**config.mk**
```make
export PLATFORM = sky130hd
export DESIGN_NAME = joypad_ctrl_db
export DESIGN_NICKNAME = d
export VERILOG_FILES = /design/src/rtl/joypad_ctrl_db.sv
export SDC_FILE = /design/constraint.sdc
export NUM_CORES = 1
export LEC_CHECK = 0
export CELL_PAD_IN_SITES_DETAIL_PLACEMENT = 1
export CELL_PAD_IN_SITES_GLOBAL_PLACEMENT = 1
export CORE_MARGIN = 2
export CORE_UTILIZATION = 48
export CTS_BUF_LIST = sky130_fd_sc_hd__clkbuf_8 sky130_fd_sc_hd__clkbuf_16
export CTS_CLUSTER_DIAMETER = 50
export DETAILED_ROUTE_END_ITERATION = 6
export PLACE_DENSITY_LB_ADDON = 0.1
export SLEW_MARGIN = 20
export SYNTH_ARGS = -nofsm -noshare
export SYNTH_HDL_FRONTEND = slang
export SYNTH_SLANG_ARGS = --single-unit
```
**constraint.sdc**
```tcl
create_clock -name clock -period 4.05 [get_ports clock]
set_input_delay 0.81 -clock clock [delete_from_list [all_inputs] [get_ports clock]]
set_output_delay 0.81 -clock clock [all_outputs]
set_load 0.01 [all_outputs]
```
**src/rtl/joypad_ctrl_db.sv**
```systemverilog
// joypad_ctrl_db: JOYP register with per-button sync and debounce,
// select-line multiplexing and a sticky key-press interrupt.
module joypad_ctrl_db #(
  parameter logic [15:0] ADDR            = 16'hFF00,
  parameter int          SYNC_STAGES     = 2,
  parameter int          DEBOUNCE_CYCLES = 65536
) (
  input  logic        clock,
  input  logic        reset,
  input  logic        int_ack,
  output logic        int_req,
  input  logic [15:0] A,
  input  logic [7:0]  Di,
  output logic [7:0]  Do,
  input  logic        rd_n,
  input  logic        wr_n,
  input  logic        cs,
  input  logic [7:0]  btn_raw,
  output logic [7:0]  btn_state
);

  localparam int CW = $clog2(DEBOUNCE_CYCLES + 1);
  localparam logic [CW-1:0] CNT_LAST = CW'(DEBOUNCE_CYCLES - 1);

  logic [7:0]    sync_q [SYNC_STAGES];
  logic [7:0]    sync_d [SYNC_STAGES];
  logic [CW-1:0] cnt_q  [8];
  logic [CW-1:0] cnt_d  [8];
  logic [7:0]    btn_q, btn_d;
  logic [1:0]    sel_q, sel_d;
  logic [3:0]    nib_q, nib_d;
  logic          int_q, int_d;
  logic [7:0]    s;
  logic [3:0]    nib;
  logic          hit;
  logic          unused_in;

  assign unused_in = ^{rd_n, Di[7:6], Di[3:0]};

  assign s   = sync_q[SYNC_STAGES-1];
  assign hit = cs && (A == ADDR);

  always_comb begin
    sync_d[0] = btn_raw;
    for (int j = 1; j < SYNC_STAGES; j++) begin
      sync_d[j] = sync_q[j-1];
    end
  end

  // Any cycle where s matches the debounced state restarts the count
  always_comb begin
    btn_d = btn_q;
    for (int i = 0; i < 8; i++) begin
      cnt_d[i] = '0;
      if (s[i] != btn_q[i]) begin
        if (cnt_q[i] == CNT_LAST) begin
          btn_d[i] = s[i];
        end else begin
          cnt_d[i] = cnt_q[i] + CW'(1);
        end
      end
    end
  end

  assign nib = ~(({4{~sel_q[0]}} & btn_q[3:0]) |
                 ({4{~sel_q[1]}} & btn_q[7:4]));

  always_comb begin
    sel_d = sel_q;
    if (hit && !wr_n) begin
      sel_d = Di[5:4];
    end
    nib_d = nib;
    int_d = int_q;
    if (int_ack) begin
      int_d = 1'b0;
    end
    if ((nib_q & ~nib) != 4'h0) begin
      int_d = 1'b1;
    end
  end

  always_ff @(posedge clock) begin
    if (reset) begin
      for (int j = 0; j < SYNC_STAGES; j++) begin
        sync_q[j] <= 8'h00;
      end
      for (int i = 0; i < 8; i++) begin
        cnt_q[i] <= '0;
      end
      btn_q <= 8'h00;
      sel_q <= 2'b11;
      nib_q <= 4'hF;
      int_q <= 1'b0;
    end else begin
      for (int j = 0; j < SYNC_STAGES; j++) begin
        sync_q[j] <= sync_d[j];
      end
      for (int i = 0; i < 8; i++) begin
        cnt_q[i] <= cnt_d[i];
      end
      btn_q <= btn_d;
      sel_q <= sel_d;
      nib_q <= nib_d;
      int_q <= int_d;
    end
  end

  assign Do        = hit ? {2'b11, sel_q, nib} : 8'hFF;
  assign int_req   = int_q;
  assign btn_state = btn_q;

endmodule

```
==> summary.md, run 1 <==
| Metric | Value |
|---|---|
| Fraction of layout instances using a drive strength above 1 | 5.67% |
| Detail Route met2 WL | 8260 um |
| RSZ-0062 raised after global routing | no |
| Number of clock sinks | 167 |
| Sequential fraction of the synthesis area | 47.8% |
| Fill count | 1661 |
| Data required, critical path | 3.24 ns |
| CP Capture Type | primary output |
| Utilization after layout | 57.4% |
| Synth Register Bits | 167 |
| Max Slew Vio Count | 0 |
| Min-Delay Path Depth | 1 |
| Final Power | 0.00351 W |
| Initial antenna violation count | 0 |
| Number of cells on the worst reg-to-reg path | 8 |
| Crit Path Class | input port to primary output |
| Clock-pin slew reported for the worst setup and hold paths after clock tree synthesis | 0.06 ns |
| Number of optimization iterations in the first detailed-route pass | 4 |
| Share of the cycle needed by the critical path after routing | 90.2% |
| Area fraction of the dominant cell type after synthesis | 47.8% |
| Vias in the first global route | 5868 |
| Largest stage delay on the critical path | 0.50 ns |
| Critical-path cell list | clkdlybuf4s50_1 > nand4bb_1 > or3_1 > nor2_1 > buf_4 > nand2_1 > clkdlybuf4s50_1 |
| Area grow syn2layout | 17.9% |
| Nets | 888 |
| Cell types with the largest area share after synthesis | sky130_fd_sc_hd__dfxtp_1 (48%), sky130_fd_sc_hd__nor2_1 (7.0%), sky130_fd_sc_hd__xnor2_1 (6.8%) |
| Count of hold buffers inserted by post-cts repair | 0 |
| Remaining antenna violation count | 0 |
| Number of H-tree branching levels | 4 |
| Top_reg_cell synth | sky130_fd_sc_hd__dfxtp_1 |
| Met3 wirelength from detailed routing | 398 um |
| Startpoint type of the worst setup path | input port |
| Clock skew | 0.00832 ns |
| Final routed wire length divided by cell count | 15.5 um |
| Uppermost metal layer occupied by signal nets | met4 |
| Area of all placed cells without fillers | 8240 um^2 |
| Number of gates given a new drive strength after cts | 0 |
| Min-Delay Endpoint | sync_q[0][9]$_SDFF_PP0_ |
| Source of the worst hold timing path | sync_q[0][1]$_SDFF_PP0_ |
| Post CTS Setup Buffer Count | 0 |
| PortBufs | 45 |
| Die boundary width | 125 um |
| Most common cell type on the critical path | sky130_fd_sc_hd__clkdlybuf4s50_1 |
| Synthesized netlist cell count | 790 |
| Flop-to-flop setup slack | 1.35 ns |
| Final TNS setup | 0 ns |
| Final worst path period need | 3.65 ns |
| Final hold violation count | 0 |
| Total global-route track usage | 21.4% |
| Vias | 5573 |
| Row Count | 44 |
| Data arrival, critical path | 2.84 ns |
| List of most frequent post-synthesis cells | sky130_fd_sc_hd__dfxtp_1 (167), sky130_fd_sc_hd__nor2_1 (130), sky130_fd_sc_hd__xnor2_1 (54), sky130_fd_sc_hd__nand3_1 (48), sky130_fd_sc_hd__nand2_1 (46) |
| Async S/R FF share, synth | 0% |
| Maximum buffer depth of the clock tree | 2 |
| Total die area | 15500 um^2 |
| Worst reg2reg path endpoint | cnt_q[0][15]$_SDFF_PP0_ |
| Max Fanout on Critical Path | 5 |
| WL met1 | 7210 um |
| Post-detail-place hpwl | 10900 um |
| Slowest stage cell, crit path | sky130_fd_sc_hd__clkdlybuf4s50_1 |
| GRT overflow | 0 |
| DP Area | 7590 um^2 |
| Number of buffers inserted during clock tree synthesis | 17 |
| Number of synthesis warnings | 0 |
| Static leakage | 2.56 nW |
| Drc violations | 0 |
| Y dimension of the die | 125 um |
| Run status | finished clean |
| Remaining max-slew budget at the tightest pin | 58.0% |
| Num ports | 55 |
| Number of antenna cells inserted | 0 |
| Highest Clock Rate | 0.274 GHz |
| Hold/Removal Path Class | register to register |
| Worst Tran Pin Value | 0.631 ns |
| Root buffer selected by CTS | sky130_fd_sc_hd__clkbuf_16 |
| Routability cong. | 0.781 |
| Mean instance size in the synthesized netlist | 8.85 um^2 |
| Finish-stage setup viols | 0 |
| Worst reg2reg startpoint | cnt_q[0][0]$_SDFF_PP0_ |
| Unique masters post-synth | 40 |
| Largest net degree at the start of global routing | 24 |
| Number of flops mapped to enable cells by yosys | 0 |
| Per-cell via count in the routed design | 5.41 |
| First-pass GRT wire length | 27600 um |
| Starting utilization of the core area | 48.7% |
| Post-synthesis cell type with the largest combined area | sky130_fd_sc_hd__dfxtp_1 |
| VDD IR max | 0.307 mV |
| Most repeated cell in the gate-level netlist after synthesis | sky130_fd_sc_hd__dfxtp_1 |
| Count of max-cap constraint violations | 0 |
| Final WL | 16000 um |
| Placeable Area | 14400 um^2 |
| Pwr/cell area | 425 nW/um^2 |
| Starting DRC count in detailed routing | 211 |
| TritonCTS clock tree | yes |
| Clock latency on the worst-skew pair | 0.43 ns |
| Cell area after synthesis | 6990 um^2 |
## worst max path at each step
stage	startpoint	endpoint	slack, ns
after floorplan	A[7]	Do[4]	1.47
after global placement	A[7]	Do[2]	0.43
after detailed placement	A[7]	Do[2]	0.41
after CTS	A[7]	Do[2]	0.40
after global routing	A[7]	Do[2]	0.32
final	A[7]	Do[2]	0.40
## cell usage in the layout, fill, tap and decap left out, drive strengths merged, types with 21 or more instances in the layout
cell	instances
nor4	22
nand2	46
xor2	40
nor3	21
inv	43
nor2	130
nand3	49
or3	28
xnor2	54
clkdlybuf4s50	44
dfxtp	167
a21oi	21
nand4	31
## through the flow
| step | worst slack (ns) | hold WS [ns] | cells |
|---|---|---|---|
| 3_3_place_gp | 0.431 | 0.419 | 999 |
| 2_1_floorplan | 1.47 | 0.414 | 791 |
| 4_1_cts | 0.403 | 0.442 | 1031 |
| 3_5_place_dp | 0.413 | 0.427 | 999 |
| 5_1_grt | 0.323 | 0.455 | 1031 |
| 6_report | 0.399 | 0.438 | 1031 |
## sequential cells by signal (all words and copies together) (netlist names)
signal     count
sel_q          2
sync_q        16
nib_q          4
cnt_q        136
btn_state      8
int_req        1
## worst max-delay path, delay by kind of cell
kind / cells / cell delay (ns)
buf+inv: 3 / 1.08
simple gates: 4 / 0.96
## routing by layer
layer | track usage, % | vias to the layer above
met5 | 0 | -
met4 | 5.88 | 0
met3 | 4.77 | 11
met2 | 38.9 | 47
met1 | 25.3 | 2729
li1 | - | 2786
## kinds of logic after synthesis
| group | count (synthesis) | synth area share [%] |
|---|---|---|
| buffers and inverters | 65 | 3.62 |
| AOI/OAI and AO/OA | 59 | 5.08 |
| and+or+nand+nor | 380 | 27.6 |
| muxes | 8 | 1.15 |
| DFF | 167 | 47.8 |
| xor gates and xnor gates | 94 | 11.8 |
| adders and majority gates | 16 | 2.86 |
| other | 1 | 0.0536 |
## final cells by class
type                            instances  area, um^2  share of cell area, %
Multi-Input combinational cell        559        3400                   41.2
Inverter                               42         158                   1.91
Sequential cell                       167        3340                   40.6
Tap cell                              184         230                   2.79
Timing Repair Buffer                   47         460                   5.59
Clock buffer                           17         425                   5.16
Clock inverter                         15         228                   2.76
## power by group
part	internal (W)	switching, W
clock	0.00110	0.000685
combinational	0.0000361	0.0000304
sequential	0.00165	0.00000574
total	0.00279	0.000721
Note: power is estimated with default switching activity, not from simulation.
==> run 2, diff against run 1 <==
--- a/config.mk
+++ b/config.mk
@@ -11,6 +11,7 @@
 export CORE_UTILIZATION = 48
 export CTS_BUF_LIST = sky130_fd_sc_hd__clkbuf_8 sky130_fd_sc_hd__clkbuf_16
 export CTS_CLUSTER_DIAMETER = 50
+export CTS_CLUSTER_SIZE = 16
 export DETAILED_ROUTE_END_ITERATION = 6
 export PLACE_DENSITY_LB_ADDON = 0.1
 export SLEW_MARGIN = 20
==> results of run 2 <==
The final DEF is identical to that of run 1; final timing and power are the same.
==> run 3, diff against run 2 <==
--- a/config.mk
+++ b/config.mk
@@ -14,6 +14,7 @@
 export CTS_CLUSTER_SIZE = 16
 export DETAILED_ROUTE_END_ITERATION = 6
 export PLACE_DENSITY_LB_ADDON = 0.1
+export SETUP_SLACK_MARGIN = 0.02
 export SLEW_MARGIN = 20
 export SYNTH_ARGS = -nofsm -noshare
 export SYNTH_HDL_FRONTEND = slang
==> results of run 3 <==
The final DEF is identical to that of run 1; final timing and power are the same.
